`src/rtl/vx_find_first_drain.sv`:
```
// Per-lane holding slots feeding a registered single-stream output; lanes are
// served in batches so a lane that refills constantly cannot starve the others.
module vx_find_first_drain #(
  parameter int N       = 4,
  parameter int DATAW   = 32,
  parameter bit REVERSE = 1'b0,
  localparam int IDXW   = (N > 1) ? $clog2(N) : 1
) (
  input  logic               clk,
  input  logic               reset,
  input  logic [N-1:0]       valid_in,
  input  logic [N*DATAW-1:0] data_in,
  output logic [N-1:0]       ready_in,
  output logic               valid_out,
  output logic [DATAW-1:0]   data_out,
  output logic [IDXW-1:0]    index_out,
  input  logic               ready_out,
  output logic [N-1:0]       pending_out
);

  logic [N-1:0]     slot_valid_reg;
  logic [DATAW-1:0] slot_data_reg [N];
  logic [N-1:0]     batch_reg;
  logic             valid_out_reg;
  logic [DATAW-1:0] data_out_reg;
  logic [IDXW-1:0]  index_out_reg;

  logic [N-1:0]     eff;
  logic [N-1:0]     sel_onehot;
  logic [IDXW-1:0]  sel;
  logic             any;
  logic             load;
  logic [N-1:0]     take;
  logic [DATAW-1:0] lane_data [N];

  genvar gi;
  generate
    for (gi = 0; gi < N; gi++) begin : g_lane
      assign lane_data[gi] = data_in[gi*DATAW +: DATAW];
      assign take[gi]      = valid_in[gi] & ready_in[gi];
    end
  endgenerate

  // Intake is independent of the output side; slots are closed while in reset.
  assign ready_in    = reset ? ~slot_valid_reg : '0;
  assign pending_out = slot_valid_reg;

  assign eff  = (batch_reg != '0) ? batch_reg : slot_valid_reg;
  assign any  = (eff != '0);
  assign load = any & (~valid_out_reg | ready_out);

  // Later iterations override earlier ones, so the scan order decides priority.
  always_comb begin
    sel = '0;
    for (int i = 0; i < N; i++) begin
      if (REVERSE) begin
        if (eff[i]) sel = IDXW'(i);
      end else begin
        if (eff[N-1-i]) sel = IDXW'(N-1-i);
      end
    end
  end

  assign sel_onehot = N'(1) << sel;

  always_ff @(posedge clk or negedge reset) begin
    if (!reset) begin
      slot_valid_reg <= '0;
      for (int i = 0; i < N; i++) slot_data_reg[i] <= '0;
    end else begin
      for (int i = 0; i < N; i++) begin
        if (take[i]) begin
          slot_valid_reg[i] <= 1'b1;
          slot_data_reg[i]  <= lane_data[i];
        end else if (load && (sel == IDXW'(i))) begin
          slot_valid_reg[i] <= 1'b0;
        end
      end
    end
  end

  always_ff @(posedge clk or negedge reset) begin
    if (!reset) begin
      batch_reg     <= '0;
      valid_out_reg <= 1'b0;
      data_out_reg  <= '0;
      index_out_reg <= '0;
    end else if (load) begin
      batch_reg     <= eff & ~sel_onehot;
      valid_out_reg <= 1'b1;
      data_out_reg  <= slot_data_reg[sel];
      index_out_reg <= sel;
    end else if (valid_out_reg & ready_out) begin
      // Nothing left to pick: the accepted item leaves and the stage empties.
      valid_out_reg <= 1'b0;
    end
  end

  assign valid_out = valid_out_reg;
  assign data_out  = data_out_reg;
  assign index_out = index_out_reg;

endmodule
```
`config.mk`:
```
export PLATFORM = sky130hd
export DESIGN_NAME = vx_find_first_drain
export DESIGN_NICKNAME = d
export VERILOG_FILES = /design/src/rtl/vx_find_first_drain.sv
export SDC_FILE = /design/constraint.sdc
export NUM_CORES = 1
export LEC_CHECK = 0
export ABC_CLOCK_PERIOD_IN_PS = 4700
export CORE_MARGIN = 5
export CORE_UTILIZATION = 45
export DETAILED_ROUTE_END_ITERATION = 10
export GPL_TIMING_DRIVEN = 0
export HOLD_SLACK_MARGIN = 0.05
export PLACE_DENSITY = 0.74
export SYNTH_ARGS = -nofsm -noshare
export SYNTH_HDL_FRONTEND = slang
export SYNTH_SLANG_ARGS = --single-unit
```
`constraint.sdc`:
```
create_clock -name clk -period 4.7 [get_ports clk]
set_clock_uncertainty 0.05 [all_clocks]
set_input_delay 0.705 -clock clk [delete_from_list [all_inputs] [get_ports clk]]
set_output_delay 0.705 -clock clk [all_outputs]
set_load 0.02 [all_outputs]
```
# ---- After elaboration in Yosys (flattened, before gate mapping)
# Index checks and enable logic that the tools add are counted.
dict set report totals {
  out_inout_bits 43
  ff_bits 171
  latch_bits 0
  ramBits 0
  inputBits 135
  rom_bits 0
  mem_count 0
}
dict set report classes {
  n_eq_ne 3
  n_mul 0
  bitwise_logic 12
  n_reduce_logical 12
  addsub 0
  shift 1
  magnitude_cmp 1
  div 0
  n_mux 19
}
# op count
set op_table {}
lappend op_table {{binary-select mux 32 bit (select 2 bit)} 1}
lappend op_table {{2-to-1 mux 32 bit} 2}
lappend op_table {{2-to-1 mux 1 bit} 10}
lappend op_table {{nonzero test 2 bit} 5}
lappend op_table {{2-to-1 mux 2 bit} 4}
lappend op_table {{2-to-1 mux 4 bit} 2}
lappend op_table {{inverter 4 bit} 2}
lappend op_table {{nonzero test 4 bit} 2}
lappend op_table {{AND 1 bit} 6}
lappend op_table {{AND 4 bit} 1}
lappend op_table {{equality test 2 bit (second input constant)} 2}
lappend op_table {{logical AND 1 bit} 4}
lappend op_table {{left shift 1 x 2 -> 4 bit (first input constant)} 1}
lappend op_table {{greater-or-equal comparator 3 bit (second input constant)} 1}
lappend op_table {{inverter 2 -> 3 bit} 1}
lappend op_table {{equality test 2 x 1 -> 1 bit (second input constant)} 1}
lappend op_table {{zero test 2 bit} 1}
lappend op_table {{inverter 1 bit} 1}
lappend op_table {{bitwise OR 1 bit} 1}

# ---- Logic depth before layout (Yosys ltp)
# Gate-level depths: netlist of the first run.
dict set report logic_depth {
  depth_word 10
  ltp_mapped 7
  ltp_nobuf 4
}

# ---- Worst setup path before layout of the first run
# No wires, ideal clock.
dict set report synth_path {
  path_kind {in2reg}
  start {input reset}
  end {register slot_data_reg[10] (netlist bit)}
  path_stages 4
  setup_slack_ns 2.676
  required_time_ns 4.525
  arrival_time_ns 1.849
  path_cell_list {nor2b_1 -> nand2_1 -> buf_1 -> mux2_2}
}
dict set report synth_between {
  elab_chain_cells 2
}
# item line_no
set synth_lines {}
lappend synth_lines {{from (decl)} 10} ;# input logic reset,
lappend synth_lines {{2-to-1 mux 4 bit} 45} ;# assign ready_in = reset ? ~slot_valid_reg : '0;
lappend synth_lines {{AND 1 bit} 40} ;# assign take[gi] = valid_in[gi] & ready_in[gi];
lappend synth_lines {{to (signal, indexed assignment)} 74} ;# slot_data_reg[i] <= lane_data[i];
lappend synth_lines {{to (decl)} 22} ;# logic [DATAW-1:0] slot_data_reg [N];
# No other way between the ends.
# A chain may end at the register's enable or synchronous reset.

# ---- Worst setup path in the final report of the first run
dict set report layout_path {
  start {input reset}
  end {output ready_in[3]}
}
dict set report layout_between {
  elab_chain_cells 1
}
# item line_no
set layout_lines {}
lappend layout_lines {{2-to-1 mux 4 bit} 45}
lappend layout_lines {{to (decl)} 13} ;# output logic [N-1:0] ready_in,
# No other way between the ends.

==> results by group, run 1 <==
Pwr
  – Sw Pwr: about 0.0022 W
  – Internal power: ~0.0044 W
  – Highest ir drop seen on vdd: ~0.33 mV
  – Comb pwr share: 38.4%
  – PD cells: 663 nW/um^2
  – Clk pwr share: between 20% and 30%
  – Leak pwr: 4.11 nW
  – Net Sw Frac: 33.2%
  – Sequential Power Share: between 30% and 40%

CTS
  – Htree depth: 4
  – Worst-path clk slew: 0.06 ns
  – CTS tree: done
  – Sink Count: 171
  – CTS Hold Bufs: 0
  – Post-CTS Resized: 0
  – Max clock buf depth: 2
  – Post CTS Setup Buffer Count: 0
  – Root Buffer Master: clkbuf_16
  – Worst skew pair latency: 0.42 ns
  – Inserted Clock Buffers: 17

Setup path
  – Critical Path Max Stage Delay: approximately 0.64 ns
  – Req. time, crit path: 3.94 ns
  – Worst Setup Start Kind: input pin
  – Crit path arrival time: between 2 and 3 ns
  – CP bufs+invs: 3
  – Slowest library cell on the worst path: clkdlybuf4s50_1
  – Cell family with most CP delay: buffers and inverters
  – Worst path cell trace: buf_8 -> buf_16 -> nor2b_1 -> clkdlybuf4s50_1
  – CP Capture Type: output pin
  – WS Path Type: in2out
  – CP max FO: around 130

Flow run
  – Max_cap viols: 0

Worst hold path
  – Hold Path Class: in2async

STA
  – Final setup vio count: 0
  – Max-slew violations: 0
  – Final Cycle Share: 70.0%
  – Post-route setup slack: 1.41 ns
  – Final hold violation count: 0
  – Slew margin rel.: 52.4%
  – Final min period: roughly 3.3 ns
  – Worst Tran Pin Value: 0.714 ns
  – Unrepaired setup endpoints after global routing: no
  – Max frequency: 0.304 GHz

Place
  – Final RePlAce weighted congestion: 0.835
  – # placed instances: 921
  – Place WS: approximately 1.4 ns
  – Post-DP HPWL: 14.4 mm
  – PortBufs: 177

Layout
  – Nets: 859
  – Max reg flops: about 130
  – Non-filler cells, final: 953
  – Syn-to-layout area delta: 36.7%
  – Layout cells sized above 1: 24.8%
  – # diodes: 0
  – Post-Route Utilization: 62.8%

Floorplan
  – Chip Width: about 140 um
  – Initial Util: 46.0%
  – Full die area: 18900 um^2
  – Row cnt: 46
  – I/O pin count: approximately 180
  – Die height: between 100 and 150 um
  – Core Area: roughly 16000 um^2

Detailed routing
  – Via/cell ratio: 5.47
  – Initial drt markers: 319
  – DRT Pass-1 Iters: 5
  – Final wirelength: around 20 mm
  – DR DRC count: 0
  – Via count: about 5200
  – Routed wire per std cell: around 21 um
  – Final ANT Viol Nets: 0

Logic synthesis
  – Synth async-reset ratio: 100%
  – Synth warn: 0
  – Synth Net Count: 662
  – Yosys reg bits: 171
  – Sequential share of the synthesized area: approximately 58%
  – Synth Flop Type: dfrtp_1
  – Number of synthesized flops with an enable pin: 0
  – Mapped Area: 7330 um^2
  – Mapped Cells: 527
  – Yosys cell types: 33
  – Post-synthesis area per instance: 13.9 um^2

Status
  – Status: completed

GRT
  – First-pass GRT wire length: 31.5 mm
  – GRT Total Usage: 22.0%
  – Overflow left after global routing: 0
  – Largest net degree at the start of global routing: 130
  – Initial antenna violation count: 1
  – Vias in the first global route: 5757
synth_stat cells, types with 2 or more instances:
master	count	area share, %
a21oi_1	4	0.27
a221oi_1	33	3.9
a22o_1	34	4.1
buf_1	13	0.67
buf_2	9	0.61
buf_4	2	0.20
buf_6	4	0.61
clkbuf_1	13	0.67
dfrtp_1	171	58
inv_1	3	0.15
mux2_2	128	20
nand2_1	12	0.61
nor2_1	10	0.51
nor2b_1	37	3.2
nor3_1	2	0.14
o21a_1	2	0.20
o21ai_0	3	0.20
o2bb2ai_1	29	3.5
o2bb2ai_2	3	0.61
o31ai_1	2	0.20
final cells by class:
cell class | instances | area [um^2]
Fill cell | 1269 | 5930
Sequential cell | 171 | 4280
Multi-Input combinational cell | 312 | 2840
Timing Repair Buffer | 178 | 1800
Clock buffer | 21 | 470
Tap cell | 216 | 270
Buffer | 41 | 203
Clock inverter | 11 | 143
Inverter | 3 | 11.3
routing by layer:
metal  track usage, %  wire length, um  vias up
met1             27.6             8180     2645
met5                0               13        -
met2             37.7            10200      179
met3             4.38             1040       28
li1                 -                -     2359
met4             8.15              423        2
layout by cell type, fill, tap and decap left out, types with 2 or more instances in the layout:
cell type,Yosys,routed
clkinv_4,0,2
o21ai_0,3,3
buf_1,13,13
mux2_2,128,128
a21oi_1,4,4
a22o_1,34,34
o2bb2ai_2,3,3
nor3_1,2,2
o31ai_1,2,2
clkinv_2,0,4
dfrtp_1,171,171
nor2_1,10,10
clkbuf_1,13,14
buf_6,4,4
buf_2,9,9
nand2_1,12,12
buf_4,2,2
clkbuf_8,0,3
a221oi_1,33,33
clkdlybuf4s50_1,0,176
nor2b_1,37,37
clkinvlp_4,0,2
inv_1,3,3
o2bb2ai_1,29,29
clkbuf_16,0,17
bufinv_16,0,3
o21a_1,2,2
stage by stage:
step	hold WS, ns	total power [W]	area [um^2]	setup TNS, ns
6_report	0.126	0.00664	10000	0
3_5_place_dp	0.443	0.00523	9400	0
4_1_cts	0.121	0.00670	10000	0
5_1_grt	0.141	0.00703	10000	0
2_1_floorplan	0.359	0.00420	7330	0
3_3_place_gp	0.437	0.00510	9370	-1155.91
kinds of logic after synthesis:
family,after synthesis,synth area share (%)
AO/OA/AOI/OAI,116,13.8
buffers and inverters,44,2.92
flip-flops,171,58.4
multiplexers,128,19.7
AND/OR/NAND/NOR,68,5.21
path summary, 6_finish.rpt:
| check | endpoint | cells after the start | from | slack, ns |
|---|---|---|---|---|
| worst max-delay path | ready_in[3] | 4 | reset | 1.41 |
| worst min-delay path | slot_data_reg[26] | 1 | reset | 0.13 |
| worst max register to register | pending_out[2] | 6 | batch_reg[1] | 2.32 |
| worst min register to register | slot_data_reg[100] | 1 | slot_data_reg[100] | 0.46 |
| max in group asynchronous | data_out[0] | 2 | reset | 3.53 |
| min in group clk | slot_data_reg[100] | 1 | slot_data_reg[100] | 0.46 |
power groups by stage:
stage	logic (W)	registers (W)	clock network, W
after floorplan	0.00145	0.00274	0
after detailed placement	0.00257	0.00266	0
after global routing	0.00276	0.00274	0.00153
final	0.00255	0.00265	0.00144
after global placement	0.00248	0.00262	0
after CTS	0.00259	0.00264	0.00147
Note: power is estimated with default switching activity, not from simulation.
==> run 2: changes to the inputs <==
--- a/config.mk
+++ b/config.mk
@@ -5,7 +5,7 @@
 export SDC_FILE = /design/constraint.sdc
 export NUM_CORES = 1
 export LEC_CHECK = 0
-export ABC_CLOCK_PERIOD_IN_PS = 4700
+export ABC_CLOCK_PERIOD_IN_PS = 3100
 export CORE_MARGIN = 5
 export CORE_UTILIZATION = 45
 export DETAILED_ROUTE_END_ITERATION = 10
==> constraint.sdc (replaced) <==
create_clock -name clk -period 3.1 [get_ports clk]
set_clock_uncertainty 0.05 [all_clocks]
set_input_delay 0.465 -clock clk [delete_from_list [all_inputs] [get_ports clk]]
set_output_delay 0.465 -clock clk [all_outputs]
set_load 0.02 [all_outputs]
==> run 2 against run 1 <==
  * Register-to-register slack got worse by 1.6 ns
  * Highest routed layer unchanged
  * Via count increased by 0.73%
  * Worst hold slack got worse by 0.083 ns
  * Wire length increased by 0.38%
==> results by group, run 2 (same netlist as run 1, synthesis figures left out) <==
Setup path
  – Worst Setup Start Kind: input pin
  – R2r setup slk: 0.72 ns (-1.60 ns)
  – Req. time, crit path: 2.58 ns (-1.36 ns)
  – Worst setup startpoint: reset
  – Reg2Reg Launch Point: batch_reg[1]
  – CP max FO: 129 (unchanged)
  – Crit path arrival time: 2.03 ns (-0.50 ns)
  – WS Path Type: in2out
  – CP Capture Type: output pin

Status
  – Status: completed

Layout
  – Layout cells sized above 1: 24.9% (+0.068 points)
  – Nets: 861 (+0.23%)
  – Max reg flops: 128 (unchanged)
  – # diodes: 0 (unchanged)
  – Commonest non-fill, non-tap cells in the layout: clkdlybuf4s50_1, dfrtp_1, mux2_2, nor2b_1, a22o_1
  – Commonest non-fill, non-tap cell in the layout: clkdlybuf4s50_1
  – Non-filler cells, final: 955 (+0.21%)
  – Syn-to-layout area delta: 37.2%

Pwr
  – Net Sw Frac: 33.2% (about the same)
  – Highest ir drop seen on vdd: 0.502 mV (+53%)
  – Sw Pwr: 0.00335 W (+52%)
  – PD cells: 1000 nW/um^2 (+51%)
  – Sequential Power Share: 39.8% (about the same)
  – Internal power: 0.00673 W (+52%)
  – Clk pwr share: 21.8% (about the same)
  – Comb pwr share: 38.3% (about the same)
  – Leak pwr: 4.13 nW (+0.41%)

Floorplan
  – Chip Width: 138 um (unchanged)
  – Initial Util: 46.0% (unchanged)
  – Core Area: 15900 um^2 (unchanged)
  – I/O pin count: 178 (unchanged)
  – Die height: 138 um (unchanged)
  – Full die area: 18900 um^2 (unchanged)
  – Row cnt: 46 (unchanged)

GRT
  – Overflow left after global routing: 0 (unchanged)
  – GRT Total Usage: 22.1% (+0.13 points)
  – Vias in the first global route: 5765 (+0.14%)
  – Largest net degree at the start of global routing: 130 (unchanged)
  – First-pass GRT wire length: 31.7 mm (+0.57%)
  – Initial antenna violation count: 1 (unchanged)

Detailed routing
  – Initial drt markers: 322 (+0.94%)
  – Final wirelength: 20.0 mm (+0.38%)
  – Final ANT Viol Nets: 0 (unchanged)
  – DR DRC count: 0 (unchanged)
  – DRT Pass-1 Iters: 5 (unchanged)
  – Routed wire per std cell: 20.9 um (+0.17%)
  – Via count: 5251 (+0.73%)
  – Via/cell ratio: 5.50 (+0.52%)

CTS
  – Max clock buf depth: 2 (unchanged)
  – CTS tree: done
  – Inserted Clock Buffers: 17 (unchanged)
  – Post CTS Setup Buffer Count: 0 (unchanged)
  – Worst-path clk slew: 0.06 ns (about the same)
  – Worst skew pair latency: 0.42 ns (about the same)
  – Root Buffer Master: clkbuf_16
  – Sink Count: 171 (unchanged)
  – Post-CTS Resized: 0 (unchanged)
  – CTS Hold Bufs: 2 (+2)
  – Htree depth: 4 (unchanged)

STA
  – Unrepaired setup endpoints after global routing: no
  – Final Cycle Share: 82.2%
  – Post-Route Setup TNS: 0 ns (unchanged)
  – Max-slew violations: 0 (unchanged)
  – Final min period: 2.55 ns
  – Final hold violation count: 0 (unchanged)
  – Slew margin rel.: 51.3% (-1.1 points)
  – Worst Tran Pin Value: 0.730 ns (+0.0159 ns)
  – Final setup vio count: 0 (unchanged)
  – Max frequency: 0.393 GHz

Worst hold path
  – Hold Path Class: in2async

Place
  – Final RePlAce weighted congestion: 0.835 (unchanged)
  – Post-DP HPWL: 14.4 mm (unchanged)
  – PortBufs: 177 (unchanged)
  – # placed instances: 921 (unchanged)

Flow run
  – Max_cap viols: 0 (unchanged)
## run 2: changes by cell type in the layout (fill, tap and decap cells not counted), sizes merged
cell / previous run / this run
buf: 30 / 31
dlygate4sd3: 0 / 1
## run 2: routing by layer
layer	GRT usage, %	vias to the layer above	wire [um]	part of all wire, %
met4	8.09	2	446	2.2
met3	4.38	38	1050	5.3
met1	28.0	2668	8240	41
met2	37.7	176	10200	51
li1	-	2367	-	-
met5	0	-	13	0.065
## run 2: area by class of cell
cell class / instances / area [um^2]
sequential: 171 / 4280
inverter: 3 / 11.3
tap: 216 / 270
clock buffer: 21 / 470
timing repair buffer: 180 / 1840
buffer: 41 / 203
multi-input combinational: 312 / 2840
clock inverter: 11 / 143
fill: 1260 / 5890
## run 2: worst paths after layout
path / cells past startpoint / end
worst max register to register: 6 / pending_out[2]
max in group asynchronous: 3 / batch_reg[2]
min in group clk: 1 / slot_data_reg[8]
worst max-delay path: 4 / ready_in[3]
worst min register to register: 1 / slot_data_reg[8]
worst min-delay path: 2 / data_out[26]
## run 2: through the flow
step                util (%)  hold slack (ns)  power, W  setup slack, ns  cell area [um^2]
floorplan                  -            0.119   0.00636             1.15              7330
global placement        58.8            0.437   0.00773            -5.23              9370
detailed placement      59.0            0.340   0.00793            0.239              9400
CTS                     63.1            0.102    0.0102            0.543             10100
global route            63.1            0.125    0.0107            0.391             10100
finish                  63.1           0.0431    0.0101            0.553             10100
## run 2: worst max-delay path, stage by stage
cell	delay (ns)
buf_8	0.10
buf_16	0.42
nor2b_1	0.29
clkdlybuf4s50_1	0.64
## run 2: power by group through the flow
stage,sequential [W],combinational (W),clock (W)
3_5_place_dp,0.00403,0.00389,0
3_3_place_gp,0.00397,0.00376,0
2_1_floorplan,0.00416,0.00221,0
5_1_grt,0.00415,0.00419,0.00232
4_1_cts,0.00401,0.00393,0.00223
6_report,0.00401,0.00386,0.00220
